$ cat config.mk
export PLATFORM = sky130hd
export DESIGN_NAME = timer_dev
export DESIGN_NICKNAME = d
export VERILOG_FILES = /design/src/rtl/timer_dev_pkg.sv /design/src/rtl/timer_dev.sv
export SDC_FILE = /design/constraint.sdc
export NUM_CORES = 1
export LEC_CHECK = 0
export ABC_AREA = 1
export CAP_MARGIN = 5
export CORE_MARGIN = 2
export CORE_UTILIZATION = 29
export CTS_BUF_LIST = sky130_fd_sc_hd__clkbuf_4
export DETAILED_ROUTE_END_ITERATION = 10
export SLEW_MARGIN = 20
export SYNTH_ARGS = -nofsm -noshare
export SYNTH_HDL_FRONTEND = slang
export SYNTH_SLANG_ARGS = --single-unit
$ cat constraint.sdc
create_clock -name clk -period 4.56 [get_ports clk]
set_input_delay 0.912 -clock clk [delete_from_list [all_inputs] [get_ports clk]]
set_output_delay 0.912 -clock clk [all_outputs]
set_load 0.03 [all_outputs]
$ cat src/rtl/timer_dev_pkg.sv
// Shared encodings for timer_dev: FSM states, register word offsets, CTRL
// field positions and MODE codes.
package timer_dev_pkg;

  typedef enum logic [1:0] {
    ST_IDLE = 2'd0,
    ST_LOAD = 2'd1,
    ST_CNT  = 2'd2,
    ST_INT  = 2'd3
  } state_t;

  // Byte offsets of the registers inside the window.
  localparam logic [3:0] OFF_CTRL   = 4'h0;
  localparam logic [3:0] OFF_PRESET = 4'h4;
  localparam logic [3:0] OFF_COUNT  = 4'h8;

  // Word index (praddr[3:2]) of each register; index 3 is an unmapped hole.
  localparam logic [1:0] IDX_CTRL   = OFF_CTRL[3:2];
  localparam logic [1:0] IDX_PRESET = OFF_PRESET[3:2];
  localparam logic [1:0] IDX_COUNT  = OFF_COUNT[3:2];
  localparam logic [1:0] IDX_HOLE   = 2'b11;

  // CTRL field positions.
  localparam int CTRL_EN       = 0;
  localparam int CTRL_MODE_LSB = 1;
  localparam int CTRL_MODE_MSB = 2;
  localparam int CTRL_IM       = 3;
  localparam int CTRL_W        = 4;

  // MODE codes; 2'b1x falls back to one-shot behaviour.
  localparam logic [1:0] MODE_ONESHOT = 2'b00;
  localparam logic [1:0] MODE_AUTO    = 2'b01;

  function automatic logic is_auto(input logic [1:0] mode);
    return mode == MODE_AUTO;
  endfunction

endpackage

$ cat src/rtl/timer_dev.sv
// Memory-mapped down-counting timer with one-shot and auto-reload modes.
// Decode, register file and the IDLE/LOAD/CNT/INT sequencer live inline here.
module timer_dev
  import timer_dev_pkg::*;
#(
  parameter logic [31:0] BASE_ADDR = 32'h0000_7F00
) (
  input  logic        clk,
  input  logic        rst,
  input  logic [31:0] praddr,
  input  logic [31:0] prwd,
  input  logic        prwe,
  output logic [31:0] prrd,
  output logic        irq
);

  // Byte lanes are not decoded; accesses are always full words.
  logic unused_addr_lsbs;
  assign unused_addr_lsbs = ^praddr[1:0];

  logic              hit;
  logic [1:0]        reg_idx;
  logic              ctrl_we;
  logic              preset_we;

  logic [CTRL_W-1:0] ctrl_q;
  logic [31:0]       preset_q;
  logic [31:0]       count_q;
  logic              pend_q;
  state_t            state_q;

  state_t            state_d;
  logic [31:0]       count_d;
  logic              fsm_en_clr;
  logic              pend_set;

  logic              en;
  logic              auto_mode;

  assign reg_idx   = praddr[3:2];
  assign hit       = (praddr[31:4] == BASE_ADDR[31:4]) && (reg_idx != IDX_HOLE);
  assign ctrl_we   = prwe && hit && (reg_idx == IDX_CTRL);
  assign preset_we = prwe && hit && (reg_idx == IDX_PRESET);

  assign en        = ctrl_q[CTRL_EN];
  assign auto_mode = is_auto(ctrl_q[CTRL_MODE_MSB:CTRL_MODE_LSB]);

  // Sequencer next-state logic.
  always_comb begin
    state_d    = state_q;
    count_d    = count_q;
    fsm_en_clr = 1'b0;
    pend_set   = 1'b0;
    case (state_q)
      ST_IDLE: begin
        if (en) state_d = ST_LOAD;
      end
      ST_LOAD: begin
        count_d = preset_q;
        state_d = ST_CNT;
      end
      ST_CNT: begin
        if (!en) begin
          state_d = ST_IDLE;
        end else if (count_q > 32'd1) begin
          count_d = count_q - 32'd1;
        end else begin
          // A preset of 0 also lands here, so it times like a preset of 1.
          count_d  = 32'd0;
          state_d  = ST_INT;
          pend_set = !auto_mode;
        end
      end
      ST_INT: begin
        if (auto_mode) begin
          state_d = ST_LOAD;
        end else begin
          fsm_en_clr = 1'b1;
          state_d    = ST_IDLE;
        end
      end
      default: state_d = ST_IDLE;
    endcase
  end

  always_ff @(posedge clk) begin
    if (!rst) begin
      state_q  <= ST_IDLE;
      count_q  <= 32'd0;
      ctrl_q   <= '0;
      preset_q <= 32'd0;
      pend_q   <= 1'b0;
    end else begin
      state_q <= state_d;
      count_q <= count_d;
      if (preset_we) preset_q <= prwd;
      // A CPU write to CTRL overrides the sequencer's self-disable.
      if (ctrl_we) begin
        ctrl_q <= prwd[CTRL_W-1:0];
      end else if (fsm_en_clr) begin
        ctrl_q[CTRL_EN] <= 1'b0;
      end
      // Setting the pending flag beats a simultaneous CTRL write clearing it.
      if (pend_set) begin
        pend_q <= 1'b1;
      end else if (ctrl_we) begin
        pend_q <= 1'b0;
      end
    end
  end

  always_comb begin
    prrd = 32'd0;
    if (hit) begin
      case (reg_idx)
        IDX_CTRL:   prrd = {{(32-CTRL_W){1'b0}}, ctrl_q};
        IDX_PRESET: prrd = preset_q;
        IDX_COUNT:  prrd = count_q;
        default:    prrd = 32'd0;
      endcase
    end
  end

  assign irq = ctrl_q[CTRL_IM] && (pend_q || ((state_q == ST_INT) && auto_mode));

endmodule

==> impl_metrics.csv <==
group,metric,value,unit
cts,cts_buffers,9,
grt,grt_max_degree,48,
synth,syn_nets,838,
min_path,holdCritPathClass,"register to register",
sta,fin_crit_sh,91.2,%
floorplanning,start_util,29.6,%
worst_setup_path,critical_path.max_fanout,32,
synth,synthCells,769,
cts,clk_pin_slew,120,ps
routing,wl_per_cell,12.5,um
sta,drv_slew,0,
cells_and_area,fin_area,0.00580,sq mm
sta,finalSetupViolations,0,
cts,post-cts-setup-buffer-count,0,
cts,clock_sinks,71,
cells_and_area,area_delta_synth_final,29.5,%
floorplanning,rows,45,
grt,grt_pass1_vias,4588,
floorplanning,die_w,128,um
cells_and_area,most-common-layout-cells,"nand2_1, nor2_1, clkdlybuf4s50_1",
worst_setup_path,cp-start-kind,"input pin",
pwr,comb_power_share,7.0,%
pwr,clockPowerShare,42.2,%
pwr,leakagePower,2.54,nW
pwr,total_power,0.00122,W
placed_design,io_buffers,97,
floorplanning,pin_count,100,
sta,fin_skew,15.5,ps
pwr,p_per_area,211,mW/mm^2
placed_design,placed_cell_area,0.00561,sq mm
cells_and_area,fin_util,38.3,%
cells_and_area,mostFrequentLayoutCell,"nand2_1",
pwr,p_sw,0.000275,W
cts,hold_buffers,0,
routing,drc,0,
sta,rsz0062_at_grt,"no",
synth,synthesis.area,0.00448,sq mm
cts,cts_tree,"built",
pwr,vdd_ir_drop_max,0.0000984,V
synth,ys_seq_area_share,31.7,%
grt,grt_pass1_wl,22200,um
pwr,swShare,22.5,%
pwr,internal_power,0.000946,W
cts,htree_levels,3,
synth,synth_seq_cells,71,
worst_setup_path,end_kind,"output pin",
placed_design,gp_congestion,0.860,
sta,worstMarginPinSlew,858,ps
grt,grt_util_all_layers,16.8,%
grt,gr-total-overflow,0,
pwr,pwr-share-seq,50.8,%
synth,synth_cell_types,34,
sta,finalSetupTns,0,ps
sta,fmax,241,MHz
routing,drt-total-wl,13000,um
sta,timing.slew.headroom,42.8,%
sta,holdWs,480,ps
cells_and_area,drive_gt1_share,5.37,%
outcome,status,"finished, final reports clean",
worst_setup_path,path_class,"input pin to output pin",
sta,fin_crit,4160,ps
floorplanning,core,0.0151,sq mm
cts,ctsResizeCount,0,
floorplanning,die_h,128,um
synth,yosysWarningCount,0,
routing,ant_nets,0,
routing,dr.pass1.iters,4,
grt,antenna_found_initial,2,
worst_setup_path,worstPathRequired,3650,ps
routing,vias_per_cell,4.59,
cells_and_area,nets,920,
routing,num_vias,4796,
synth,synth.avg_cell_area,5.82,sq um
cts,cts_buffer_depth,2,
placed_design,hpwl,9200,um
cts,clock-root-buffer,"clkbuf_4",
cells_and_area,num-fill-cells,1656,
job,cap_violations,0,
cts,insertion_delay,480,ps
floorplanning,die_area,0.0164,sq mm
worst_setup_path,arrival,3250,ps
routing,dr.first_iter.drc_count,299,
sta,hold_viol,0,
## state kept, by name, summed over array words and instances (netlist names)
register  cells
pend_q        1
ctrl_q        4
state_q       2
preset_q     32
count_q      32
## per-layer routing
metal | vias up | share of wire [%] | global-route usage, %
met5 | - | 0 | 0
met4 | 0 | 1.7 | 5.49
met3 | 14 | 4.8 | 3.59
met2 | 115 | 43 | 26.2
met1 | 2083 | 50 | 23.1
li1 | 2584 | - | -
## Yosys cell counts (all sizes together)
cell type / n / area share, %
o21a: 1 / 0.17
nor3b: 1 / 0.17
o311ai: 1 / 0.20
nand2: 227 / 19
nand3: 35 / 4.0
a21boi: 1 / 0.25
a31oi: 4 / 0.56
buf: 6 / 0.87
xnor2: 4 / 0.78
ha: 2 / 0.56
a21oi: 63 / 7.0
clkbuf: 29 / 2.4
nand2b: 1 / 0.14
o211ai: 1 / 0.17
a31o: 1 / 0.20
nand4: 10 / 1.4
nor2: 139 / 12
dfxtp: 71 / 32
xor2: 6 / 1.2
o21ai: 68 / 7.6
a21o: 1 / 0.17
nand3b: 1 / 0.17
nor3: 2 / 0.22
or2: 4 / 0.56
o21bai: 2 / 0.34
inv: 88 / 7.4
## worst paths after layout
path / depth (start not counted) / from / slack (ps) / to
setup / recovery: 9 / praddr[3] / 400 / prrd[12]
hold / removal: 2 / pend_q / 480 / pend_q
setup reg to reg: 10 / count_q[0] / 2360 / count_q[22]
hold reg to reg: 2 / pend_q / 480 / pend_q
## power by group through the flow
| stage | combinational, W | clock [W] | sequential [W] |
|---|---|---|---|
| 2_1_floorplan | 0.0000223 | 0 | 0.000634 |
| 3_3_place_gp | 0.0000863 | 0 | 0.000634 |
| 3_5_place_dp | 0.0000866 | 0 | 0.000634 |
| 4_1_cts | 0.0000868 | 0.000529 | 0.000620 |
| 5_1_grt | 0.0000940 | 0.000556 | 0.000620 |
| 6_report | 0.0000859 | 0.000515 | 0.000620 |
## logic make-up (layout without fill, tap and decap cells)
group	after synthesis	count (layout)	synth area share (%)
and+or+nand+nor	420	420	38.4
DFF	71	71	31.7
AOI/OAI and AO/OA	143	143	16.7
adders and majority gates	2	2	0.559
buffers and inverters	123	210	10.7
other	0	2	0
xor gates and xnor gates	10	10	1.96
## critical path: stages
cell	delay, ps
clkdlybuf4s50_1	460
nand2_1	100
nand3_1	90
nand2b_1	150
nor2_1	190
inv_1	60
buf_4	250
a21oi_1	290
clkdlybuf4s50_1	730
## final cells by class
| class | count | area [sq um] | area share (%) |
|---|---|---|---|
| Antenna cell | 2 | 5.00 | 0.0863 |
| Clock buffer | 9 | 67.6 | 1.17 |
| Clock inverter | 7 | 111 | 1.92 |
| Inverter | 88 | 330 | 5.70 |
| Multi-Input combinational cell | 575 | 2580 | 44.5 |
| Sequential cell | 71 | 1420 | 24.5 |
| Tap cell | 188 | 235 | 4.06 |
| Timing Repair Buffer | 106 | 1050 | 18.0 |
## metrics by stage
step,setup WS (ps),std cells
3_3_place_gp,423,1028
4_1_cts,422,1044
5_1_grt,263,1046
2_1_floorplan,1430,769
6_report,403,1046
3_5_place_dp,428,1028
Note: power is estimated with default switching activity, not from simulation.
